[src/rtl/io_sw_conditioner.sv]
// Switch/button input conditioner: two-flop synchroniser and per-bit debounce,
// producing a stable level, rise/fall pulses and sticky write-1-to-clear change flags.
module io_sw_conditioner #(
  parameter int WIDTH           = 32,
  parameter int DEBOUNCE_CYCLES = 250000,
  parameter int CNT_W           = $clog2(DEBOUNCE_CYCLES + 1)
) (
  input  logic             i_clk,
  input  logic             i_reset,
  input  logic [WIDTH-1:0] i_sw_raw,
  input  logic [WIDTH-1:0] i_evt_clr,
  output logic [WIDTH-1:0] o_io_sw,
  output logic [WIDTH-1:0] o_sw_rise,
  output logic [WIDTH-1:0] o_sw_fall,
  output logic [WIDTH-1:0] o_evt,
  output logic             o_evt_any
);

  localparam logic [CNT_W-1:0] CNT_MAX = CNT_W'(DEBOUNCE_CYCLES - 1);
  localparam logic [CNT_W-1:0] CNT_ONE = CNT_W'(1);

  logic [WIDTH-1:0] sync_s1;
  logic [WIDTH-1:0] sync_s2;
  logic [WIDTH-1:0] stable;
  logic [CNT_W-1:0] cnt      [WIDTH];

  logic [WIDTH-1:0] stable_nxt;
  logic [WIDTH-1:0] rise_nxt;
  logic [WIDTH-1:0] fall_nxt;
  logic [WIDTH-1:0] evt_nxt;
  logic [CNT_W-1:0] cnt_nxt  [WIDTH];

  // Only the second synchroniser stage feeds the debounce logic.
  always_ff @(posedge i_clk or posedge i_reset) begin
    if (i_reset) begin
      sync_s1 <= '0;
      sync_s2 <= '0;
    end else begin
      sync_s1 <= i_sw_raw;
      sync_s2 <= sync_s1;
    end
  end

  // Any sample matching the stable value restarts that channel's count.
  always_comb begin
    stable_nxt = stable;
    rise_nxt   = '0;
    fall_nxt   = '0;
    for (int i = 0; i < WIDTH; i++) begin
      cnt_nxt[i] = '0;
      if (sync_s2[i] != stable[i]) begin
        if (cnt[i] == CNT_MAX) begin
          stable_nxt[i] = sync_s2[i];
          rise_nxt[i]   = sync_s2[i];
          fall_nxt[i]   = ~sync_s2[i];
        end else begin
          cnt_nxt[i] = cnt[i] + CNT_ONE;
        end
      end
    end
    // A transition on the same edge as a clear keeps the flag set.
    evt_nxt = (o_evt & ~i_evt_clr) | rise_nxt | fall_nxt;
  end

  always_ff @(posedge i_clk or posedge i_reset) begin
    if (i_reset) begin
      stable    <= '0;
      o_sw_rise <= '0;
      o_sw_fall <= '0;
      o_evt     <= '0;
      o_evt_any <= 1'b0;
      for (int i = 0; i < WIDTH; i++) begin
        cnt[i] <= '0;
      end
    end else begin
      stable    <= stable_nxt;
      o_sw_rise <= rise_nxt;
      o_sw_fall <= fall_nxt;
      o_evt     <= evt_nxt;
      o_evt_any <= |evt_nxt;
      for (int i = 0; i < WIDTH; i++) begin
        cnt[i] <= cnt_nxt[i];
      end
    end
  end

  assign o_io_sw = stable;

endmodule
[config.mk]
export PLATFORM = sky130hd
export DESIGN_NAME = io_sw_conditioner
export DESIGN_NICKNAME = d
export VERILOG_FILES = /design/src/rtl/io_sw_conditioner.sv
export SDC_FILE = /design/constraint.sdc
export NUM_CORES = 2
export LEC_CHECK = 0
export ABC_AREA = 0
export CORE_UTILIZATION = 60
export DETAILED_ROUTE_END_ITERATION = 6
export GPL_TIMING_DRIVEN = 0
export PLACE_DENSITY = 0.76
export SYNTH_ARGS = -nofsm -noshare
export SYNTH_HDL_FRONTEND = slang
export SYNTH_SLANG_ARGS = --single-unit
[constraint.sdc]
create_clock -name i_clk -period 34.7 [get_ports i_clk]
set_input_delay 3.47 -clock i_clk [delete_from_list [all_inputs] [get_ports i_clk]]
set_output_delay 3.47 -clock i_clk [all_outputs]
set_load 0.01 [all_outputs]
==> results.md <==
* Status: complete, no violations
* Largest net degree at the start of global routing at about 140
* Final Slew Violations at 0
* DRC at 0
* Total Power at roughly 0.0019 W
* Final Worst Setup Slack at 29.30 ns
* Vias per inst at ~5.5
* Post-synth EDFFs at 0
* Distinct cells, synth at 42
* Syn nets at around 3.3k
* Nets at around 3.6k
* Worst Path Required at around 35 ns
* Crit end category: async pin
* Syn Inst Count at around 3.2k
* Share of post-route cells with drive strength above 1 at just under 6%
* Most numerous cell on the critical path: buf_16
* Drt pass-1 iters at 5
* Min-Delay Path Class: register to register
* CTS tree: yes
* Synthesized area at approximately 34,000 µm²
* Post_cts resized at 0
* Largest delay share family, worst path: buffers and inverters
* Detailed-route via count at 23.6k
* Max VDD drop at 0.0000426 V
* Die Wd at 240 µm
* Pleak at around 17 nW
* Final setup fails at 0
* Overall routing resource usage at 24.1%
* Overflow after GRT at 0
* Worst-path fanout max at 136
* Ys Warns at 0
* First-pass GRT wire length at ~110,000 µm
* Sink Count at roughly 770
* Routed len/inst at approximately 16 µm
* 1st-iter DRT viols at between 1k and 1.5k
* Post-CTS setup buffer count at 0
* Rel. slew slack at roughly 42%
* FF+latch count, synth at 769
* WS Path Type: primary input to async pin
* CP Launch Type: primary input
* Critical path cell sequence: clkdlybuf4s50_1 -> inv_8 -> buf_16 -> buf_16 -> buf_16
* Fin Setup TNS at 0 ns
* Area growth syn-to-layout at 17.3%
* Worst R2R Start: cnt[72]
* Crit path DAT at approximately 6 ns
* Initial Utilization at 61.1%
* Clock Tree Root: clkbuf_16
* Crit path time final at 5.40 ns
* Share of the yosys chip area belonging to registers at 56.8%
* Worst skew pair latency at approximately 0.61 ns
* H-tree Lvls at 3
* Max Clock Freq at between 0.15 and 0.2 GHz
* Max-cap check violation count at 0
* Die H at approximately 240 µm
* WP buf/inv at 5
* Hold path start: sync_s1[3]
* Row count at 86
* Total I/O pin count at slightly below 200
* Synth Flop Type: dfrtp_1
* Final period util at approximately 16%
* Pwr per Cell Area at between 40 and 50 nW/µm²
* Hold buffer count at cts at 0
* Syn_area_per_cell at around 11 µm²
* Port bufs at 194
* Core ar. at 55,400 µm²
* Clk slew on worst S/H paths at around 0.06 ns
* Die area at ~57,000 µm²
* Unrepaired setup endpoints after global routing: false
* Final GP Congestion at 0.846
* Total wire length at around 67,000 µm
* Antenna Nets Post-Route at 0
* CP startpoint: i_reset
* Vias in the first global route at 23.8k
* Clock Tree Buf Depth at 3
* Post-DP HPWL at around 46,000 µm
* Hold Vio Cnt, Final at 0
* Setup Skew at roughly 0.015 ns
* Biggest cell delay along the critical path at approximately 0.53 ns
* Slew @ Worst Pin at 0.868 ns
* Num CTS Buffers at 78
* Asr flop ratio synth at between 90% and 100%
* Final hold slack at between 0.3 and 0.4 ns
* Ant. Diodes at 0
* Worst slack at placement at ~29 ns
* Slowest CP cell: buf_16
* Antenna violations before repair at 2
## cells by family (layout without fill, tap and decap cells)
logic type	Yosys count	count (layout)	share of synthesized area (%)
xor gates and xnor gates	535	535	13.8
buffers and inverters	125	466	1.48
muxes	32	32	1.08
AOI/OAI and AO/OA	64	64	1.15
and+or+nand+nor	1637	1637	24.4
DFF	769	769	56.8
adders and majority gates	32	32	1.18
## cell usage in the layout, fill, tap and decap left out, drive strengths merged, types with 18 or more instances in the layout
cell type	instances
dfrtp	769
nor2	641
xor2	286
xnor2	249
nand3	236
clkdlybuf4s50	194
nand2	191
and3	169
clkbuf	151
nand4	101
inv	72
nor3b	64
nor4bb	52
nor4	37
nor3	32
ha	32
mux2	32
or2	22
buf	22
o22ai	21
a21oi	20
and4	18
## cell usage after synthesis (31+ instances only)
library cell	count	area share (%)
dfrtp_1	769	57
nor2_1	641	7.1
xor2_1	286	7.4
xnor2_1	249	6.4
nand3_1	236	3.5
nand2_1	190	2.1
and3_1	168	3.1
nand4_1	101	1.9
inv_1	67	0.74
nor3b_1	64	1.4
nor4bb_1	52	1.5
clkbuf_1	42	0.47
nor4_1	37	0.68
ha_1	32	1.2
nor3_1	32	0.47
mux2_2	31	1.0
## routing by layer
metal  GRT usage [%]  share of wire [%]
met5               0                  0
met4            6.53                2.1
met3            4.59                4.2
met2            40.1                 49
met1            32.5                 45
## area by class of cell
type                    count  area [µm²]
flip-flops and latches    769       19200
clock buffers             109        2300
repair buffers            200        2110
inverters                  67         259
clock inverters            32         490
multi-input cells        2300       14100
fillers                  3888       15700
plain buffers              58         250
well taps                 748         936
## path summary, 6_finish.rpt
path,endpoint,slack (ns),depth (start not counted)
worst max-delay path,o_io_sw[21],29.30,5
min in group asynchronous,sync_s2[5],3.30,2
worst min register to register,sync_s2[3],0.34,0
worst min-delay path,sync_s2[3],0.34,0
worst max register to register,o_evt_any,31.94,8
max in group i_clk,o_io_sw[15],29.49,1
## through the flow
step / area (µm²) / std cells / utilization, %
2_1_floorplan: 33900 / 3194 / -
3_3_place_gp: 36700 / 4136 / 66.3
3_5_place_dp: 36900 / 4142 / 66.6
4_1_cts: 39700 / 4283 / 71.6
5_1_grt: 39700 / 4283 / 71.6
6_report: 39700 / 4283 / 71.6
## registers in the layout, summed over array words and instances (netlist names)
signal     count
sync_s1       32
o_sw_fall     32
o_sw_rise     32
sync_s2       32
cnt          576
o_evt_any      1
o_evt         32
o_io_sw       32
## report_power, final
group	total (W)	internal, W	leakage (nW)	switching, W
Clock	0.000897	0.000553	1.37	0.000344
Sequential	0.000919	0.000910	10.5	0.00000963
Combinational	0.0000563	0.0000198	5.39	0.0000365
Total	0.00187	0.00148	17.3	0.000390
Power figures use the tool's default switching activity.
